<file path="config.mk">
export PLATFORM = sky130hd
export DESIGN_NAME = router_1xn_core
export DESIGN_NICKNAME = d
export VERILOG_FILES = /design/src/rtl/router_pkg.sv /design/src/rtl/router_chan_fifo.sv /design/src/rtl/router_1xn_core.sv
export SDC_FILE = /design/constraint.sdc
export NUM_CORES = 1
export LEC_CHECK = 0
export BUFFER_PORTS_ARGS = -buffer_cell sky130_fd_sc_hd__buf_2
export CAP_MARGIN = 10
export CORE_MARGIN = 2
export CORE_UTILIZATION = 35
export CTS_BUF_LIST = sky130_fd_sc_hd__clkbuf_8
export DETAILED_ROUTE_END_ITERATION = 12
export PLACE_DENSITY = 0.52
export SKIP_CTS_REPAIR_TIMING = 1
export SLEW_MARGIN = 20
export SYNTH_ARGS = -nofsm -noshare
export SYNTH_HDL_FRONTEND = slang
export SYNTH_SLANG_ARGS = --single-unit
export TNS_END_PERCENT = 10
</file>
<file path="constraint.sdc">
create_clock -name clock -period 5.3 [get_ports clock]
set_input_delay 0.795 -clock clock [delete_from_list [all_inputs] [get_ports clock]]
set_output_delay 0.795 -clock clock [all_outputs]
set_load 0.01 [all_outputs]
</file>
<file path="src/rtl/router_pkg.sv">
// router_pkg: shared FSM type, default parameters and header field helpers for router_1xn_core.
package router_pkg;
    typedef enum logic [1:0] {IDLE, LOAD_DATA, CHECK_PARITY, DROP} state_e;
    localparam int DEF_DATA_W  = 8;
    localparam int DEF_N_CH    = 3;
    localparam int DEF_DEPTH   = 16;
    localparam int DEF_TIMEOUT = 30;
    function automatic int hdr_addr(input int hdr, input int aw);
        return hdr & ((1 << aw) - 1);
    endfunction
    function automatic int hdr_len(input int hdr, input int aw);
        return hdr >> aw;
    endfunction
endpackage

</file>
<file path="src/rtl/router_chan_fifo.sv">
// router_chan_fifo: one destination channel; FIFO with registered read data and a reader-stall
// timeout that soft-flushes the channel and pulses flush_o to the core.
module router_chan_fifo #(
    parameter int DATA_W  = 8,
    parameter int DEPTH   = 16,
    parameter int TIMEOUT = 30
) (
    input  logic              clock,
    input  logic              resetn,
    input  logic              we,
    input  logic [DATA_W-1:0] wdata,
    input  logic              re,
    output logic [DATA_W-1:0] data_out,
    output logic              full,
    output logic              empty,
    output logic              flush_o
);
    localparam int PW = $clog2(DEPTH);
    localparam int TW = $clog2(TIMEOUT + 1);
    logic [DATA_W-1:0] mem [DEPTH];
    logic [PW-1:0] wp, rp;
    logic [PW:0] cnt;
    logic [TW-1:0] tcnt;
    logic wr, rd;
    assign empty   = cnt == '0;
    assign full    = cnt[PW];
    assign flush_o = !empty && !re && tcnt == TW'(TIMEOUT - 1);
    assign wr      = we && !full && !flush_o;
    assign rd      = re && !empty;
    always_ff @(posedge clock or negedge resetn)
        if (!resetn) begin
            wp       <= '0;
            rp       <= '0;
            cnt      <= '0;
            tcnt     <= '0;
            data_out <= '0;
        end else begin
            tcnt <= !empty && !re && !flush_o ? tcnt + TW'(1) : '0;
            if (rd) data_out <= mem[rp];
            // flush only fires with re low, so it never races a read
            if (flush_o) begin
                wp  <= '0;
                rp  <= '0;
                cnt <= '0;
            end else begin
                if (wr) wp <= wp + PW'(1);
                if (rd) rp <= rp + PW'(1);
                cnt <= cnt + {{PW{1'b0}}, wr} - {{PW{1'b0}}, rd};
            end
        end
    always_ff @(posedge clock)
        if (wr) mem[wp] <= wdata;
endmodule

</file>
<file path="src/rtl/router_1xn_core.sv">
// router_1xn_core: steers byte-serial packets from one source into N_CH channel FIFOs by header
// address, checking parity and dropping packets with a bad address or a flushed channel.
module router_1xn_core
    import router_pkg::*;
#(
    parameter int DATA_W  = DEF_DATA_W,
    parameter int N_CH    = DEF_N_CH,
    parameter int DEPTH   = DEF_DEPTH,
    parameter int TIMEOUT = DEF_TIMEOUT
) (
    input  logic                   clock,
    input  logic                   resetn,
    input  logic [DATA_W-1:0]      data_in,
    input  logic                   pkt_valid,
    output logic                   busy,
    output logic                   err,
    input  logic [N_CH-1:0]        read_enb,
    output logic [N_CH*DATA_W-1:0] data_out,
    output logic [N_CH-1:0]        vld_out
);
    localparam int AW = $clog2(N_CH);
    localparam int NP = 1 << AW;
    state_e state, next;
    logic [AW-1:0] addr, in_addr, sel;
    logic [DATA_W-1:0] par;
    logic [N_CH-1:0] full, empty, flush, we;
    logic [NP-1:0] full_p, flush_p;
    logic in_ok, hdr_acc, wr;
    assign in_addr = AW'(hdr_addr(int'(data_in), AW));
    assign in_ok   = int'(in_addr) < N_CH;
    // padded copies keep indexing by an out-of-range address legal
    assign full_p  = NP'(full);
    assign flush_p = NP'(flush);
    assign sel     = state == IDLE ? in_addr : addr;
    assign busy    = (state == IDLE && pkt_valid && in_ok && full_p[in_addr]) ||
                     (state == LOAD_DATA && full_p[addr]) || state == CHECK_PARITY;
    assign hdr_acc = state == IDLE && pkt_valid && !busy;
    assign wr      = (hdr_acc && in_ok) || (state == LOAD_DATA && !busy);
    assign we      = wr ? N_CH'(1) << sel : '0;
    always_comb begin
        next = state;
        case (state)
            IDLE:         if (hdr_acc) next = in_ok && !flush_p[in_addr] ? LOAD_DATA : DROP;
            LOAD_DATA:    if (flush_p[addr]) next = !busy && !pkt_valid ? IDLE : DROP;
                          else if (!busy && !pkt_valid) next = CHECK_PARITY;
            CHECK_PARITY: next = IDLE;
            DROP:         if (!pkt_valid) next = IDLE;
            default:      next = IDLE;
        endcase
    end
    // par folds in the received parity byte too, so a clean packet leaves it at zero
    always_ff @(posedge clock or negedge resetn)
        if (!resetn) begin
            state <= IDLE;
            addr  <= '0;
            par   <= '0;
            err   <= 1'b0;
        end else begin
            state <= next;
            if (hdr_acc) begin
                addr <= in_addr;
                par  <= data_in;
                err  <= 1'b0;
            end else if (state == LOAD_DATA && !busy) par <= par ^ data_in;
            if (state == CHECK_PARITY) err <= par != '0 || flush_p[addr];
            else if (next == IDLE && (state == LOAD_DATA || state == DROP)) err <= 1'b1;
        end
    for (genvar i = 0; i < N_CH; i++) begin : g_ch
        router_chan_fifo #(.DATA_W(DATA_W), .DEPTH(DEPTH), .TIMEOUT(TIMEOUT)) u_fifo (
            .clock    (clock),
            .resetn   (resetn),
            .we       (we[i]),
            .wdata    (data_in),
            .re       (read_enb[i]),
            .data_out (data_out[i*DATA_W +: DATA_W]),
            .full     (full[i]),
            .empty    (empty[i]),
            .flush_o  (flush[i])
        );
        assign vld_out[i] = !empty[i];
    end
endmodule

</file>
# Word level (Yosys, flattened, before mapping)
# Memories as Yosys holds them, arrays and structs flattened. A register that Yosys moved wholly into a read port is not among the register bits.
# Cells that the tools add are included.
[totals]
mem_bits_rw = 384
inputBits = 14
elab_cells = 156
mem_count = 3
ff_bits = 67
[memory_table]
columns = ["name", "words", "width", "read_ports", "rd_ports_with_merged_regs", "write_ports", "line_no", "source"]
rows = [
  ["g_ch[0].u_fifo.mem", 16, 8, 1, 1, 1, "router_chan_fifo.sv:20", "logic [DATA_W-1:0] mem [DEPTH];"],
  ["g_ch[1].u_fifo.mem", 16, 8, 1, 1, 1, "router_chan_fifo.sv:20", ""],
  ["g_ch[2].u_fifo.mem", 16, 8, 1, 1, 1, "router_chan_fifo.sv:20", ""],
]
[classes]
n_lt_le_gt_ge = 3
reduce_logical = 65
n_bitwise = 1
n_addsub = 15
n_shift = 1
mux = 46
n_eq_ne = 6
[op_table]
columns = ["cell", "n"]
rows = [
  ["two-way mux 4 bit", 12],
  ["two-way mux 5 bit", 6],
  ["logical AND 1 bit", 28],
  ["adder 4 x 1 -> 4 bit (second input constant)", 6],
  ["logical NOT 1 bit", 18],
  ["two-way mux 8 bit", 2],
  ["adder 5 x 1 -> 5 bit", 3],
  ["adder 5 x 1 -> 5 bit (second input constant)", 3],
  ["== test 5 bit (second input constant)", 3],
  ["logical NOT 5 bit", 3],
  ["subtractor 5 x 1 -> 5 bit", 3],
  ["two-way mux 2 bit", 7],
  ["nonzero test 2 bit", 7],
  ["two-way mux 1 bit", 13],
  ["binary-select mux 1 bit (select 2 bit)", 4],
  ["case mux 2 bit (4 select lines)", 1],
  ["nonzero test 8 bit", 1],
  ["XOR 8 bit", 1],
  ["less-than comparator 2 x 3 -> 1 bit (second input constant)", 2],
  ["logical OR 1 bit", 5],
  ["== test 2 bit (second input constant)", 2],
  ["logical NOT 2 bit", 2],
  ["two-way mux 3 bit", 1],
  ["nonzero test 3 bit", 1],
  ["other kinds (3)", 3],
]

# Depth between registers and ports, before layout
[depth]
word_depth = 16
depth_mapped = 17

# Hierarchy
# From an unflattened synthesis, not the netlist that was laid out.
[unflattened]
cells_unflattened = 1111
area_unflattened_um2 = 19786.5
[by_module_without_submodules]
columns = ["module", "cells_each", "area_each_um2", "seq_area_each_um2", "n_inst"]
rows = [
  ["router_chan_fifo at g_ch[1].u_fifo ...", 337, 6288.5, 4494.3, 2],
  ["router_chan_fifo at g_ch[0].u_fifo", 336, 6287.3, 4494.3, 1],
  ["router_1xn_core", 101, 922.1, 325.3, 1],
]

# Worst setup path before layout
# OpenSTA, ideal clock, no wires.
[synth_path]
path_type = "input to register"
startpoint = "in data_in[1]"
endpoint = "reg g_ch[1].u_fifo.cnt[4]"
setup_ps = 136
cell_stages = 14
slack_ps = 2330
arrival_ps = 2833
path_cell_list = "buf_6 > mux2i_2 > mux2i_1 > o22ai_4 > nand3_4 > nor2_1 > ha_1 > inv_1 > fa_1 > inv_1 > a21oi_1 > nor2_1 > or3_1 > a21oi_1"
[synth_via]
elab_chain_cells = 15
elab_cells_between_ends = 20
[synth_rtl]
columns = ["item", "line_no", "source"]
rows = [
  ["start, declared", "router_1xn_core.sv:13", "input logic [DATA_W-1:0] data_in,"],
  ["less-than comparator 2 bit or binary-select mux 1 bit (select 2 bit) (tied branches)", "router_1xn_core.sv:30, router_1xn_core.sv:35", ""],
  ["logical AND 1 bit or two-way mux 1 bit (tied branches)", "router_1xn_core.sv:35", "assign busy = (state == IDLE && pkt_valid && in_ok && full_p[in_addr]) ||"],
  ["logical AND 1 bit", "router_1xn_core.sv:35", ""],
  ["logical OR 1 bit", "router_1xn_core.sv:35", ""],
  ["logical OR 1 bit", "router_1xn_core.sv:36", "(state == LOAD_DATA && full_p[addr]) || state == CHECK_PARITY;"],
  ["logical NOT 1 bit", "router_1xn_core.sv:37, router_1xn_core.sv:38", ""],
  ["logical AND 1 bit", "router_1xn_core.sv:37", "assign hdr_acc = state == IDLE && pkt_valid && !busy;"],
  ["logical AND 1 bit", "router_1xn_core.sv:38", "assign wr = (hdr_acc && in_ok) || (state == LOAD_DATA && !busy);"],
  ["logical OR 1 bit", "router_1xn_core.sv:38", ""],
  ["two-way mux 3 bit *", "router_1xn_core.sv:39", "assign we = wr ? N_CH'(1) << sel : '0;"],
  ["logical AND 1 bit * (2 in series)", "router_chan_fifo.sv:28", "assign wr = we && !full && !flush_o;"],
  ["adder 5 x 1 -> 5 bit *", "router_chan_fifo.sv:48", "cnt <= cnt + {{PW{1'b0}}, wr} - {{PW{1'b0}}, rd};"],
  ["subtractor 5 x 1 -> 5 bit *", "router_chan_fifo.sv:48", ""],
  ["two-way mux 5 bit *", "router_chan_fifo.sv:41", "if (flush_o) begin"],
  ["end signal, assigned", "router_chan_fifo.sv:48", ""],
  ["end, declared", "router_chan_fifo.sv:22", "logic [PW:0] cnt;"],
]
# Every way passes the cells marked *; elsewhere a longest branch is shown, timed or not. The select of a mux whose other input is x is not followed.
# A chain may end at the register's enable or synchronous reset.

# Worst setup path after layout
[layout_path]
startpoint = "reg g_ch[2].u_fifo.cnt[3]"
endpoint = "reg g_ch[2].u_fifo.cnt[4]"
[layout_via]
elab_chain_cells = 9
elab_cells_between_ends = 10
[layout_rtl]
columns = ["item", "line_no", "source"]
rows = [
  ["start, declared", "router_chan_fifo.sv:22", ""],
  ["start signal, assigned", "router_chan_fifo.sv:48", ""],
  ["logical NOT 5 bit", "router_chan_fifo.sv:25", "assign empty = cnt == '0;"],
  ["logical NOT 1 bit", "router_chan_fifo.sv:27, router_chan_fifo.sv:29", ""],
  ["logical AND 1 bit (2 in series)", "router_chan_fifo.sv:27", "assign flush_o = !empty && !re && tcnt == TW'(TIMEOUT - 1);"],
  ["logical NOT 1 bit", "router_chan_fifo.sv:28", ""],
  ["logical AND 1 bit", "router_chan_fifo.sv:28", ""],
  ["adder 5 x 1 -> 5 bit", "router_chan_fifo.sv:48", ""],
  ["subtractor 5 x 1 -> 5 bit", "router_chan_fifo.sv:48", ""],
  ["two-way mux 5 bit *", "router_chan_fifo.sv:41", ""],
]
# Every way passes the cells marked *; elsewhere a longest branch is shown, timed or not.

==> metrics.yaml <==
outcome: "finished clean"
fp.dieH_um: 240.9
fmax_mhz: 290.2
place_ws_ns: 1.777
layout-drive-gt1-share_pct: 23.62
place_inst: 1872
synth_area_leader_cell: "edfxtp_1"
holdWs_ns: 0.2278
top_usage_layer: "met2"
power.density_mw_per_mm2: 486.0
cp_data_required_time_ns: 5.85
cp_num_buf_inv: 6
final_max_slew_viol_count: 0
crit_top_cell: "inv_1"
end_kind: "flip-flop"
fin_crit_sh_pct: 65.01
clkLatencyLatePin_ns: 0.67
synth_nets: 1165
p_seq_share_pct: 45.3
htreeDepth: 3
cpPeakStageDelay_ns: 0.44
via_count: 9844
syn-cell-area_mm2: 0.01965
switching_share_pct: 31.87
wl_um: 42330
coreArea_mm2: 0.05531
io_pins: 43
worst_pin_slew_ns: 1.081
grt_max_degree: 59
start_util_pct: 35.52
dieWidth_um: 240.9
crit_path_cell_trace: "inv_1 > ha_1 > nor4b_2 > inv_1 > nand2_1 > inv_1 > ha_1 > inv_1 > ha_1 > inv_1 > fa_1 > inv_1 > a21oi_1 > nor2_1 > or3_1 > a21oi_1"
rows: 86
clockPowerShare_pct: 27.8
port_buffers: 42
ys_async_sr_fraction_pct: 19.16
cap_violations: 0
grt_use_met1_pct: 21.10
grtUsageMet2_pct: 23.27
route.detailed.drc: 0
clock_path_buffers: 3
path_clk_slew_ns: 0.06
relSlewSlack_pct: 27.95
synth_top_area_share_pct: 58.69
setup-violations-final: 0
p_switching_mw: 3.435
critPathMaxFanout: 12
finalNonFillerCells: 2021
dr.pass1.iters: 5
synth_seq_cells: 475
synth.area.top_cells: "edfxtp_1 (59%), mux4_2 (14%), dfrtp_1 (12%), ha_1 (2.5%), nand2_1 (2.2%)"
drtIter0Drc: 615
critPathTopFamily: "simple AND/OR/NAND/NOR gates"
hp-class: "primary input to async pin"
period_minus_slack_ns: 3.446
intPower_mw: 7.343
root_buffer: "clkbuf_8"
antenna_left: 0
syn_to_final_growth_pct: 12.88
final_util_pct: 40.10
ys_seq_area_share_pct: 70.28
grt_use_total_pct: 15.16
fin_worst_skew_ns: 0.04554
cp.arrival_ns: 4.00
place_area_mm2: 0.02071
die_area_mm2: 0.05804
grt_setup_unrepaired: "no"
cts_sinks: 475
avgSynthCellArea_um2: 17.72
antenna_found_initial: 5
pwr-share-comb_pct: 26.9
gp_congestion: 0.7295
tns_ns: 0
setup_ws_ns: 1.854
grt_pass1_wl_um: 64630
cts_tree: "done"
synth.distinct_cells: 53
nFillCells: 5100
slowest_stage: "nor4b_2"
vias_per_cell: 4.871
synthCells: 1109
grt_pass1_vias: 10270
yosysWarnings: 0
postLayoutCellArea_mm2: 0.02218
p_leak_nw: 7.870
met3_usage_pct: 3.454
dp_hpwl_um: 26020
power_mw: 10.78
hold_viol_final: 0
vdd_drop_max_v: 0.0001872
overflow: 0
nNetsFinal: 1264
synth_ff_type: "edfxtp_1"
wl_per_cell_um: 20.94
synth_edf_count: 384
numCtsBuffers: 82
critPathKind: "flip-flop to flip-flop"
startpoint_type: "flip-flop"
[power by group through the flow]
stage / logic (mW) / clock network (mW) / registers, mW
floorplan: 2.34 / 0 / 4.69
global placement: 2.94 / 0 / 4.96
detailed placement: 2.95 / 0 / 4.97
CTS: 2.97 / 3.09 / 4.90
global route: 3.22 / 3.26 / 4.96
finish: 2.90 / 3.00 / 4.88
[logic make-up (layout without fill, tap and decap cells)]
logic type      count (synthesis)  after routing  synth area share (%)
other cells                     0              3                     0
xor+xnor                       39             39                 1.739
compound gates                 52             52                 1.681
flops                         475            475                 70.28
buf+inv                        97            258                 2.153
fa+ha+maj                      42             42                 2.789
simple gates                  275            275                 7.107
mux                           129            129                 14.25
[final cells by class]
cell class	instances	area, um^2	area share [%]
antenna	3	7.507	0.03385
clock buffer	83	1142	5.151
multi-input combinational	537	5415	24.42
clock inverter	63	314.1	1.416
inverter	50	187.7	0.8463
tap	748	935.9	4.220
timing repair buffer	62	362.8	1.636
sequential	475	13810	62.28
[cell usage after synthesis (3+ instances only)]
cell type  number
a21o_1          3
a21oi_1        17
and2_1         29
and4_1          6
buf_1           3
buf_2           4
buf_4          10
clkbuf_1       27
dfrtp_1        91
edfxtp_1      384
fa_1            3
ha_1           39
inv_1          49
mux2i_1         6
mux4_2        120
nand2_1       114
nand3_1        14
nand3b_1        3
nand4_1         9
nor2_1         60
nor2b_1         3
nor3_1          4
nor3b_1         5
nor4_1          4
nor4b_2         3
o21ai_0        22
or3_1           7
xnor2_1        10
xor2_1         29
[flip-flops by register name, indices dropped and copies added (netlist names)]
signal                flops
addr                      2
err                       1
g_ch.u_fifo.cnt          15
g_ch.u_fifo.data_out     24
g_ch.u_fifo.mem         384
g_ch.u_fifo.rp           12
g_ch.u_fifo.tcnt         15
g_ch.u_fifo.wp           12
par                       8
state                     2
[metal layers]
| layer | routed length, um | share of wire, % |
|---|---|---|
| met1 | 19400 | 46 |
| met2 | 19690 | 47 |
| met3 | 2238 | 5.3 |
| met4 | 974 | 2.3 |
| met5 | 27 | 0.064 |
[worst paths after layout]
path | cells past startpoint | startpoint | slack [ns] | to
worst min-delay path | 1 | resetn | 0.23 | g_ch[2].u_fifo.tcnt[0]$_DFF_PN0_
min in group clock | 2 | g_ch[2].u_fifo.data_out[4]$_DFFE_PN0P_ | 0.46 | g_ch[2].u_fifo.data_out[4]$_DFFE_PN0P_
worst max-delay path | 16 | g_ch[2].u_fifo.cnt[3]$_DFF_PN0_ | 1.85 | g_ch[2].u_fifo.cnt[4]$_DFF_PN0_
worst max register to register | 16 | g_ch[2].u_fifo.cnt[3]$_DFF_PN0_ | 1.85 | g_ch[2].u_fifo.cnt[4]$_DFF_PN0_
max in group asynchronous | 2 | resetn | 4.01 | g_ch[1].u_fifo.tcnt[2]$_DFF_PN0_
worst min register to register | 2 | g_ch[2].u_fifo.data_out[4]$_DFFE_PN0P_ | 0.46 | g_ch[2].u_fifo.data_out[4]$_DFFE_PN0P_
[cells in the final DEF, fill, tap and decap left out, types with 4 or more instances in the layout]
master / n
and2_1: 29
clkbuf_8: 83
buf_4: 21
mux2i_1: 6
buf_2: 41
edfxtp_1: 384
nand3_1: 14
clkinv_2: 5
dfrtp_1: 88
xor2_1: 29
nor3_1: 4
xnor2_1: 10
inv_1: 82
or3_1: 7
nor3b_1: 5
o21ai_0: 22
clkinv_1: 19
a21oi_1: 17
nor2_1: 60
mux4_2: 120
ha_1: 39
and4_1: 6
nand4_1: 9
nand2_1: 114
nor4_1: 4
(Power assumes the default switching activity.)
